--- src/rtl/uart_pkg.sv ---
// uart_pkg: definitions shared by the UART transmitter and future receiver.
// FSM encodings, parity selects and frame sizing.
package uart_pkg;

    typedef enum logic [2:0] {
        IDLE   = 3'd0,
        FETCH  = 3'd1,
        LOAD   = 3'd2,
        START  = 3'd3,
        DATA   = 3'd4,
        PARITY = 3'd5,
        STOP   = 3'd6
    } tx_state_e;

    localparam logic PARITY_EVEN = 1'b0;
    localparam logic PARITY_ODD  = 1'b1;

    // Number of bit times in one frame.
    function automatic int frame_len(
        input int width,
        input int parity_en,
        input int stop_bits
    );
        return 1 + width + parity_en + stop_bits;
    endfunction

endpackage

--- src/rtl/uart_bit_timer.sv ---
// uart_bit_timer: baud counter producing one bit_tick per bit time.
// clear restarts the bit time so the first tick lands CLKS_PER_BIT cycles later.
module uart_bit_timer #(
    parameter int CLKS_PER_BIT = 16
) (
    input  logic clk,
    input  logic rst,
    input  logic clear,
    output logic bit_tick
);
    import uart_pkg::*;

    localparam int CW = $clog2(CLKS_PER_BIT);
    localparam logic [CW-1:0] LAST = CW'(CLKS_PER_BIT - 1);

    logic [CW-1:0] cnt_q;
    logic [CW-1:0] cnt_d;

    // Count 0..CLKS_PER_BIT-1, wrapping at every bit boundary.
    always_comb begin
        cnt_d = cnt_q + 1'b1;
        if (clear || cnt_q == LAST) begin
            cnt_d = '0;
        end
    end

    // Counter register.
    always_ff @(posedge clk) begin
        if (rst) begin
            cnt_q <= '0;
        end else begin
            cnt_q <= cnt_d;
        end
    end

    assign bit_tick = !clear && (cnt_q == LAST);

endmodule

--- src/rtl/fifo_uart_tx.sv ---
// fifo_uart_tx: pops words from a synchronous FIFO and sends them as UART frames.
// Start bit, data LSB first, optional parity, then 1 or 2 stop bits.
module fifo_uart_tx #(
    parameter int WIDTH        = 8,
    parameter int CLKS_PER_BIT = 16,
    parameter int PARITY_EN    = 0,
    parameter int PARITY_ODD   = 0,
    parameter int STOP_BITS    = 1
) (
    input  logic             clk,
    input  logic             rst,
    input  logic             tx_en,
    input  logic             fifo_empty,
    output logic             fifo_rd_en,
    input  logic [WIDTH-1:0] fifo_rd_data,
    output logic             tx,
    output logic             busy,
    output logic             frame_done
);
    import uart_pkg::*;

    localparam int BW = $clog2(WIDTH + 1);
    localparam logic [BW-1:0] LAST_DATA = BW'(WIDTH - 1);
    localparam logic [BW-1:0] LAST_STOP = BW'(STOP_BITS - 1);
    localparam logic PAR_SEL =
        (PARITY_ODD != 0) ? uart_pkg::PARITY_ODD : uart_pkg::PARITY_EVEN;

    tx_state_e        state_q;
    tx_state_e        state_d;
    logic [WIDTH-1:0] shreg_q;
    logic [WIDTH-1:0] shreg_d;
    logic [BW-1:0]    bit_q;
    logic [BW-1:0]    bit_d;
    logic             par_q;
    logic             par_d;
    logic             tx_q;
    logic             tx_d;
    logic             done_q;
    logic             done_d;
    logic             bit_tick;
    logic             timer_clr;

    // The bit time restarts as the FSM enters START.
    assign timer_clr = (state_q == LOAD);

    uart_bit_timer #(
        .CLKS_PER_BIT(CLKS_PER_BIT)
    ) u_bit_timer (
        .clk      (clk),
        .rst      (rst),
        .clear    (timer_clr),
        .bit_tick (bit_tick)
    );

    // Next-state, shift register, parity and line value for the next cycle.
    always_comb begin
        state_d = state_q;
        shreg_d = shreg_q;
        bit_d   = bit_q;
        par_d   = par_q;
        done_d  = 1'b0;
        tx_d    = 1'b1;

        unique case (state_q)
            IDLE: begin
                if (tx_en && !fifo_empty) begin
                    state_d = FETCH;
                end
            end
            FETCH: begin
                state_d = LOAD;
            end
            LOAD: begin
                shreg_d = fifo_rd_data;
                par_d   = (PAR_SEL == uart_pkg::PARITY_ODD) ?
                          ~^fifo_rd_data : ^fifo_rd_data;
                bit_d   = '0;
                state_d = START;
            end
            START: begin
                if (bit_tick) begin
                    state_d = DATA;
                end
            end
            DATA: begin
                if (bit_tick) begin
                    if (bit_q == LAST_DATA) begin
                        bit_d   = '0;
                        state_d = (PARITY_EN != 0) ? PARITY : STOP;
                    end else begin
                        bit_d   = bit_q + 1'b1;
                        shreg_d = shreg_q >> 1;
                    end
                end
            end
            PARITY: begin
                if (bit_tick) begin
                    state_d = STOP;
                end
            end
            STOP: begin
                if (bit_tick) begin
                    if (bit_q == LAST_STOP) begin
                        bit_d   = '0;
                        done_d  = 1'b1;
                        state_d = IDLE;
                    end else begin
                        bit_d = bit_q + 1'b1;
                    end
                end
            end
            default: begin
                state_d = IDLE;
            end
        endcase

        // tx is registered, so it follows the state being entered.
        unique case (state_d)
            START:   tx_d = 1'b0;
            DATA:    tx_d = shreg_d[0];
            PARITY:  tx_d = par_d;
            default: tx_d = 1'b1;
        endcase
    end

    // State and datapath registers; reset discards any in-flight word.
    always_ff @(posedge clk) begin
        if (rst) begin
            state_q <= IDLE;
            shreg_q <= '0;
            bit_q   <= '0;
            par_q   <= 1'b0;
            tx_q    <= 1'b1;
            done_q  <= 1'b0;
        end else begin
            state_q <= state_d;
            shreg_q <= shreg_d;
            bit_q   <= bit_d;
            par_q   <= par_d;
            tx_q    <= tx_d;
            done_q  <= done_d;
        end
    end

    assign fifo_rd_en = (state_q == FETCH);
    assign busy       = (state_q != IDLE);
    assign tx         = tx_q;
    assign frame_done = done_q;

endmodule

--- config.mk ---
export PLATFORM = sky130hd
export DESIGN_NAME = fifo_uart_tx
export DESIGN_NICKNAME = d
export VERILOG_FILES = /design/src/rtl/uart_pkg.sv /design/src/rtl/uart_bit_timer.sv /design/src/rtl/fifo_uart_tx.sv
export SDC_FILE = /design/constraint.sdc
export NUM_CORES = 1
export LEC_CHECK = 0
export CAP_MARGIN = 0
export CORE_MARGIN = 5
export CORE_UTILIZATION = 53
export CTS_CLUSTER_DIAMETER = 60
export CTS_CLUSTER_SIZE = 14
export DETAILED_ROUTE_END_ITERATION = 10
export GPL_TIMING_DRIVEN = 0
export HOLD_SLACK_MARGIN = 0.12
export PLACE_DENSITY = 0.78
export REMOVE_ABC_BUFFERS = 1
export SYNTH_ARGS = -nofsm -noshare
export SYNTH_HDL_FRONTEND = slang
export SYNTH_SLANG_ARGS = --single-unit
--- constraint.sdc ---
create_clock -name clk -period 1.9 [get_ports clk]
set_input_delay 0.38 -clock clk [delete_from_list [all_inputs] [get_ports clk]]
set_output_delay 0.38 -clock clk [all_outputs]
set_load 0.05 [all_outputs]
==> results of run 1 <==
-- per-layer routing --
layer	up-vias	GRT usage, %	wire, um
met5	-	0	0
met1	471	19.67	1129
li1	514	-	-
met3	2	2.673	83
met2	11	25.81	1164
met4	0	4.967	16
-- worst max-delay path: cells and delay by family, from the launching register on --
| kind | cells | cell delay (ns) |
|---|---|---|
| buffers and inverters | 1 | 0.34 |
| DFF | 1 | 0.46 |
| and+or+nand+nor | 1 | 0.39 |
-- cells by family (layout without fill, tap and decap cells) --
family,Yosys count,after routing,share of synthesized area [%]
simple gates,49,49,25.11
compound gates,37,37,23.66
flops,22,22,36.36
buf+inv,12,25,4.442
xor+xnor,9,9,6.509
fa+ha+maj,3,3,3.100
mux,1,1,0.8265
-- cell usage in the layout, fill, tap and decap left out, types with 2 or more instances in the layout --
master | netlist | layout
sky130_fd_sc_hd__dfxtp_1 | 22 | 20
sky130_fd_sc_hd__nand2_1 | 13 | 13
sky130_fd_sc_hd__clkdlybuf4s50_1 | 0 | 13
sky130_fd_sc_hd__a21oi_1 | 11 | 11
sky130_fd_sc_hd__nor2_1 | 8 | 8
sky130_fd_sc_hd__xnor2_1 | 8 | 8
sky130_fd_sc_hd__a22oi_1 | 6 | 6
sky130_fd_sc_hd__inv_1 | 5 | 5
sky130_fd_sc_hd__o21ai_0 | 4 | 4
sky130_fd_sc_hd__nand3_1 | 5 | 4
sky130_fd_sc_hd__nor2b_1 | 3 | 3
sky130_fd_sc_hd__nor4_1 | 3 | 3
sky130_fd_sc_hd__a31oi_1 | 3 | 3
sky130_fd_sc_hd__ha_1 | 3 | 3
sky130_fd_sc_hd__clkbuf_4 | 0 | 3
sky130_fd_sc_hd__nor3_1 | 2 | 2
sky130_fd_sc_hd__clkdlybuf4s15_2 | 0 | 2
sky130_fd_sc_hd__buf_4 | 0 | 2
sky130_fd_sc_hd__dfxtp_2 | 0 | 2
-- final cells by class --
cell class | count | area (um^2) | share of cell area (%)
clock buffer | 3 | 22.52 | 1.586
inverter | 5 | 18.77 | 1.322
multi-input combinational | 99 | 733.2 | 51.63
sequential | 22 | 442.9 | 31.19
tap | 28 | 35.03 | 2.467
timing repair buffer | 17 | 167.7 | 11.81
-- per-stage QoR --
stage	area [um^2]	TNS (ns)
final	1420	0
after global routing	1420	0
after CTS	1395	0
after global placement	1361	-0.4482
after floorplan	1176	-0.1913
after detailed placement	1361	-0.6119
-- registers in the layout, summed over array words and instances (netlist names) --
name,cells
frame_done,1
u_bit_timer.cnt_q,4
tx,1
shreg_q,8
state_q,3
par_q,1
bit_q,4
-- power groups by stage --
stage	Sequential [mW]	Clock, mW	Combinational, mW
6_report	0.520	0.206	0.223
3_3_place_gp	0.527	0	0.212
2_1_floorplan	0.527	0	0.146
3_5_place_dp	0.529	0	0.218
5_1_grt	0.525	0.232	0.243
4_1_cts	0.519	0.212	0.221
-- timing repair --
action | CTS | global route
setup endpoints to repair | 5 | 9
cloned | 0 | 0
gates resized for setup | 8 | 3
endpoints found under the hold margin | 0 | 0
setup buffers | 1 | 1
pin swaps | 1 | 1
-- cells in the mapped netlist, types with 2 or more instances --
cell / count
sky130_fd_sc_hd__o21ai_0: 4
sky130_fd_sc_hd__clkbuf_1: 5
sky130_fd_sc_hd__inv_1: 5
sky130_fd_sc_hd__dfxtp_1: 22
sky130_fd_sc_hd__nand3_1: 5
sky130_fd_sc_hd__xnor2_1: 8
sky130_fd_sc_hd__nor2_1: 8
sky130_fd_sc_hd__a21oi_1: 11
sky130_fd_sc_hd__nand2_1: 13
sky130_fd_sc_hd__a31oi_1: 3
sky130_fd_sc_hd__a22oi_1: 6
sky130_fd_sc_hd__ha_1: 3
sky130_fd_sc_hd__nor4_1: 3
sky130_fd_sc_hd__nor3_1: 2
sky130_fd_sc_hd__nor2b_1: 3
-- worst paths after layout --
| check | cells past startpoint | start | endpoint | slack [ns] |
|---|---|---|---|---|
| setup / recovery | 2 | state_q[1]$_SDFF_PP0_ | busy | 0.04 |
| setup reg to reg | 6 | bit_q[1]$_SDFFE_PP0P_ | shreg_q[7]$_SDFFE_PP0P_ | 0.09 |
| hold reg to reg | 2 | shreg_q[3]$_SDFFE_PP0P_ | shreg_q[3]$_SDFFE_PP0P_ | 0.46 |
| hold / removal | 2 | shreg_q[3]$_SDFFE_PP0P_ | shreg_q[3]$_SDFFE_PP0P_ | 0.46 |
==> results.py, run 1 <==
metrics = {
    "run_status": {
        "status": "complete, no violations",
    },
    "drt": {
        "vias": 998,
        "drt.antenna.violating_nets": 0,
        "route.detailed.wl_per_inst_um": 13.76,
        "drt-total-wl_um": 2394,
        "post-route-drc-count": 0,
        "detail_route.iter0.violations": 31,
        "avgViaCountPerCell": 5.736,
        "drt_first_pass_iters": 4,
    },
    "yosys": {
        "yosysTopAreaCellShare_pct": 36.36,
        "mappedNetlistArea_um2": 1211,
        "post_synth_inst_count": 133,
        "synth.yosys.seq_area_share_pct": 36.36,
        "synth_area_leader_cell": "sky130_fd_sc_hd__dfxtp_1",
        "avgSynthCellArea_um2": 9.106,
        "post_synth_main_area_contributors": "sky130_fd_sc_hd__dfxtp_1, sky130_fd_sc_hd__xnor2_1, sky130_fd_sc_hd__a21oi_1",
        "leading_register_cell_type_out_of_synthesis": "sky130_fd_sc_hd__dfxtp_1",
        "ys_ff_latch": 22,
        "synth_async_sr_flop_share_pct": 0,
        "yosys_warnings": 0,
        "synth_cell_type_count": 47,
        "synth-edff-count": 0,
    },
    "timing": {
        "skew_ns": 0.001735,
        "final.setup.worst_slack_ns": 0.04355,
        "setup_viol": 0,
        "unrepaired_setup_endpoints_after_global_routing": "no",
        "finalWorstPathRequiredPeriod_ns": 1.856,
        "timing.hold.ws_ns": 0.4635,
        "tightestPinTransition_ns": 0.7854,
        "post-route-period-util_pct": 97.71,
        "max_clock_freq_ghz": 0.5387,
        "timing.slew.headroom_pct": 47.48,
        "hold_viol": 0,
        "slew_violations": 0,
    },
    "worst_setup_path": {
        "timing.critical_path.to_type": "output port",
        "timing.critical_path.slowest_stage_cell": "sky130_fd_sc_hd__dfxtp_1",
        "timing.critical_path.required_ns": 1.52,
        "critical_path.max_fanout": 11,
        "critPathLaunchType": "flip-flop",
        "critical_path.cell_chain": "or3_1 -> clkdlybuf4s15_2",
        "criticalPathCategory": "flip-flop to output port",
        "cpPeakStageDelay_ns": 0.46,
        "cp_data_arrival_time_ns": 1.48,
    },
    "global_route": {
        "grt_pass1_vias": 915,
        "grt_overflow": 0,
        "antenna_found_initial": 0,
        "largest_net_degree_at_the_start_of_global_routing": 23,
        "grtUsageTotal_pct": 15.29,
        "grt_first_pass_wirelength_um": 4119,
    },
    "clocking": {
        "cts_hold_repair.buffers": 0,
        "cts_inserted_buffers": 3,
        "clkLatencyLatePin_ns": 0.30,
        "cts-root-to-sink-buffers": 2,
        "cts_sinks": 22,
        "clock-root-buffer": "sky130_fd_sc_hd__clkbuf_4",
        "tritoncts": "done",
        "cts.htree.levels": 1,
        "clkTransAtPathRegs_ns": 0.12,
    },
    "pwr": {
        "static-leakage-power_nw": 0.4625,
        "switching_share_of_total_power_pct": 29.41,
        "cell_internal_pwr_mw": 0.6706,
        "clock_power_share_pct": 21.7,
        "powerDensity_nw_per_um2": 668.9,
        "p_comb_share_pct": 23.5,
        "worst_vdd_ir_uv": 582.1,
        "report.power.total_mw": 0.9499,
        "power.switching_mw": 0.2793,
        "reg_power_share_pct": 54.8,
    },
    "floorplan": {
        "die-height_um": 57.81,
        "initial_core_util_pct": 55.28,
        "dieArea_um2": 3341,
        "top_level_port_count": 16,
        "floorplan.rows": 17,
        "fp.dieW_um": 57.81,
        "core_um2": 2191,
    },
    "place": {
        "placed_cells": 169,
        "io_buffer_count": 15,
        "dp_worst_setup_slack_ns": -0.1940,
        "place.gp.congestion": 0.8467,
        "place_hpwl_um": 1706,
    },
    "flow_run": {
        "max_cap_violations": 0,
    },
    "layout": {
        "fill_cells": 193,
        "nets": 163,
        "post_layout_nonfiller_instances": 174,
        "fraction_of_final_layout_cells_with_drive_strength_greater_than_1_pct": 12.33,
        "n_antenna_cell": 0,
        "area.growth.synth_to_final_pct": 17.25,
        "finished_core_util_pct": 64.82,
    },
    "min_path": {
        "min-delay-path-class": "flip-flop to flip-flop",
    },
}
No activity file was read; power rests on OpenSTA's default activity.
==> inputs of run 2 (changes only) <==
--- a/config.mk
+++ b/config.mk
@@ -6,7 +6,7 @@
 export NUM_CORES = 1
 export LEC_CHECK = 0
 export CAP_MARGIN = 0
-export CORE_MARGIN = 5
+export CORE_MARGIN = 2
 export CORE_UTILIZATION = 53
 export CTS_CLUSTER_DIAMETER = 60
 export CTS_CLUSTER_SIZE = 14
==> results.py, run 2 (synthesized netlist as in run 1, its figures left out) <==
metrics = {
    "run_status": {
        "status": "complete, no violations",
    },
    "layout": {
        "area.growth.synth_to_final_pct": 18.39,
        "n_antenna_cell": 0,
        "fraction_of_final_layout_cells_with_drive_strength_greater_than_1_pct": 14.09,
        "top_flop_regs": "shreg_q x8, bit_q x4, u_bit_timer.cnt_q x4",
        "commonest_non_fill_non_tap_cells_in_the_layout": "sky130_fd_sc_hd__dfxtp_1, sky130_fd_sc_hd__nand2_1, sky130_fd_sc_hd__clkdlybuf4s50_1, sky130_fd_sc_hd__a21oi_1",
        "layout_commonest_cell": "sky130_fd_sc_hd__dfxtp_1",
        "nets": 165,
        "registers.top_by_ff_count": "shreg_q",
        "largest_reg_flops": 8,
        "fill_cells": 188,
    },
    "worst_setup_path": {
        "timing.critical_path.required_ns": 1.52,
        "critical_path.n_buffers_inverters": 1,
        "critical_path.cell_chain": "or3_1 -> clkdlybuf4s15_2",
        "criticalPathCategory": "flip-flop to output port",
        "worst-r2r-setup-slack_ns": 0.07,
        "timing.critical_path.to_type": "output port",
        "cp_data_arrival_time_ns": 1.46,
        "cpPeakStageDelay_ns": 0.42,
        "critPathLaunchType": "flip-flop",
        "timing.critical_path.slowest_stage_cell": "sky130_fd_sc_hd__dfxtp_2",
        "setup.worst_path.start": "state_q[0]$_SDFF_PP0_",
        "dominant_delay_contributor_by_cell_family_on_the_critical_path": "flip-flops",
        "worstReg2RegStart": "u_bit_timer.cnt_q[0]$_SDFF_PP0_",
        "critical_path.max_fanout": 14,
    },
    "place": {
        "place.gp.congestion": 0.8757,
        "io_buffer_count": 15,
        "place_hpwl_um": 1622,
    },
    "clocking": {
        "cts.htree.levels": 1,
        "tritoncts": "done",
        "clkTransAtPathRegs_ns": 0.12,
        "clkLatencyLatePin_ns": 0.32,
        "cts_sinks": 22,
        "cts-root-to-sink-buffers": 2,
        "clock-root-buffer": "sky130_fd_sc_hd__clkbuf_4",
        "cts_inserted_buffers": 3,
    },
    "min_path": {
        "min-delay-path-class": "flip-flop to flip-flop",
        "timing.hold.worst.start": "shreg_q[4]$_SDFFE_PP0P_",
    },
    "timing": {
        "skew_ns": 0.001120,
        "max_clock_freq_ghz": 0.5446,
        "finalWorstPathRequiredPeriod_ns": 1.836,
        "timing.slew.headroom_pct": 45.98,
        "hold_viol": 0,
        "setup_viol": 0,
        "slew_violations": 0,
        "tightestPinTransition_ns": 0.8078,
        "post-route-period-util_pct": 96.65,
        "timing.hold.ws_ns": 0.4617,
    },
    "drt": {
        "route.detailed.wl_per_inst_um": 13.60,
        "vias": 1036,
        "drt_first_pass_iters": 4,
        "avgViaCountPerCell": 5.853,
        "post-route-drc-count": 0,
        "drt-total-wl_um": 2407,
        "detail_route.iter0.violations": 27,
        "drt.antenna.violating_nets": 0,
    },
    "global_route": {
        "grt_pass1_vias": 946,
        "grt_overflow": 0,
        "grt_first_pass_wirelength_um": 3995,
        "grtUsageTotal_pct": 19.89,
        "antenna_found_initial": 0,
        "largest_net_degree_at_the_start_of_global_routing": 23,
    },
    "floorplan": {
        "fp.dieW_um": 51.81,
        "die-height_um": 51.81,
        "initial_core_util_pct": 55.28,
        "core_um2": 2191,
        "dieArea_um2": 2684,
        "top_level_port_count": 16,
        "floorplan.rows": 17,
    },
    "pwr": {
        "report.power.total_mw": 1.010,
        "worst_vdd_ir_uv": 557.9,
        "static-leakage-power_nw": 0.4797,
        "powerDensity_nw_per_um2": 704.7,
    },
    "flow_run": {
        "max_cap_violations": 0,
    },
}
## run 2: cell types whose count changed in the layout (fill, tap and decap cells not counted), sizes merged
cell,before,now
buf,2,4
clkbuf,3,4
## run 2: layout make-up
type / instances / area (um^2) / share of cell area [%]
multi-input cells: 99 / 716.9 / 50.00
inverters: 5 / 18.77 / 1.309
well taps: 28 / 35.03 / 2.443
repair buffers: 19 / 182.7 / 12.74
clock buffers: 4 / 36.28 / 2.531
flip-flops and latches: 22 / 444.2 / 30.98
## run 2: layer usage
metal	routed length (um)	global-route usage [%]	vias to the layer above
met3	87	3.448	4
met1	1113	24.95	480
met2	1166	32.48	27
li1	-	-	525
met4	39	10.53	0
met5	0	0	-
## run 2: final timing paths
kind                                   to  cells after the start
setup / recovery                     busy                      2
hold / removal    shreg_q[4]$_SDFFE_PP0P_                      2
setup reg to reg  shreg_q[7]$_SDFFE_PP0P_                      6
hold reg to reg   shreg_q[4]$_SDFFE_PP0P_                      2
## run 2: metrics by stage
stage	setup slack, ns	area (um^2)	util [%]	TNS (ns)	instances
after floorplan	-0.1913	1176	-	-0.1913	126
after CTS	0.005128	1418	64.71	0	175
after detailed placement	-0.1697	1361	62.14	-0.5150	169
final	0.06369	1434	65.45	0	177
after global placement	-0.1688	1361	62.14	-0.4385	169
after global routing	-0.02869	1434	65.45	-0.08965	177
## run 2: tightest hold or removal path: cells and delay by family (launching register included)
kind             cells  cell delay (ns)
AO/OA/AOI/OAI        1             0.05
AND/OR/NAND/NOR      1             0.05
flip-flops           1             0.33
## run 2: where the power goes
group,total [mW],internal (mW),switching [mW]
logic,0.223,0.107,0.116
registers,0.521,0.491,0.0301
clock network,0.267,0.117,0.149
total,1.01,0.715,0.295
## run 2: what timing repair did
action                     in CTS  in global routing
buffers inserted                2                  2
pin swaps                       1                  1
setup endpoints to repair       5                  8
hold buffers                    0                  0
gates resized for setup         9                  1
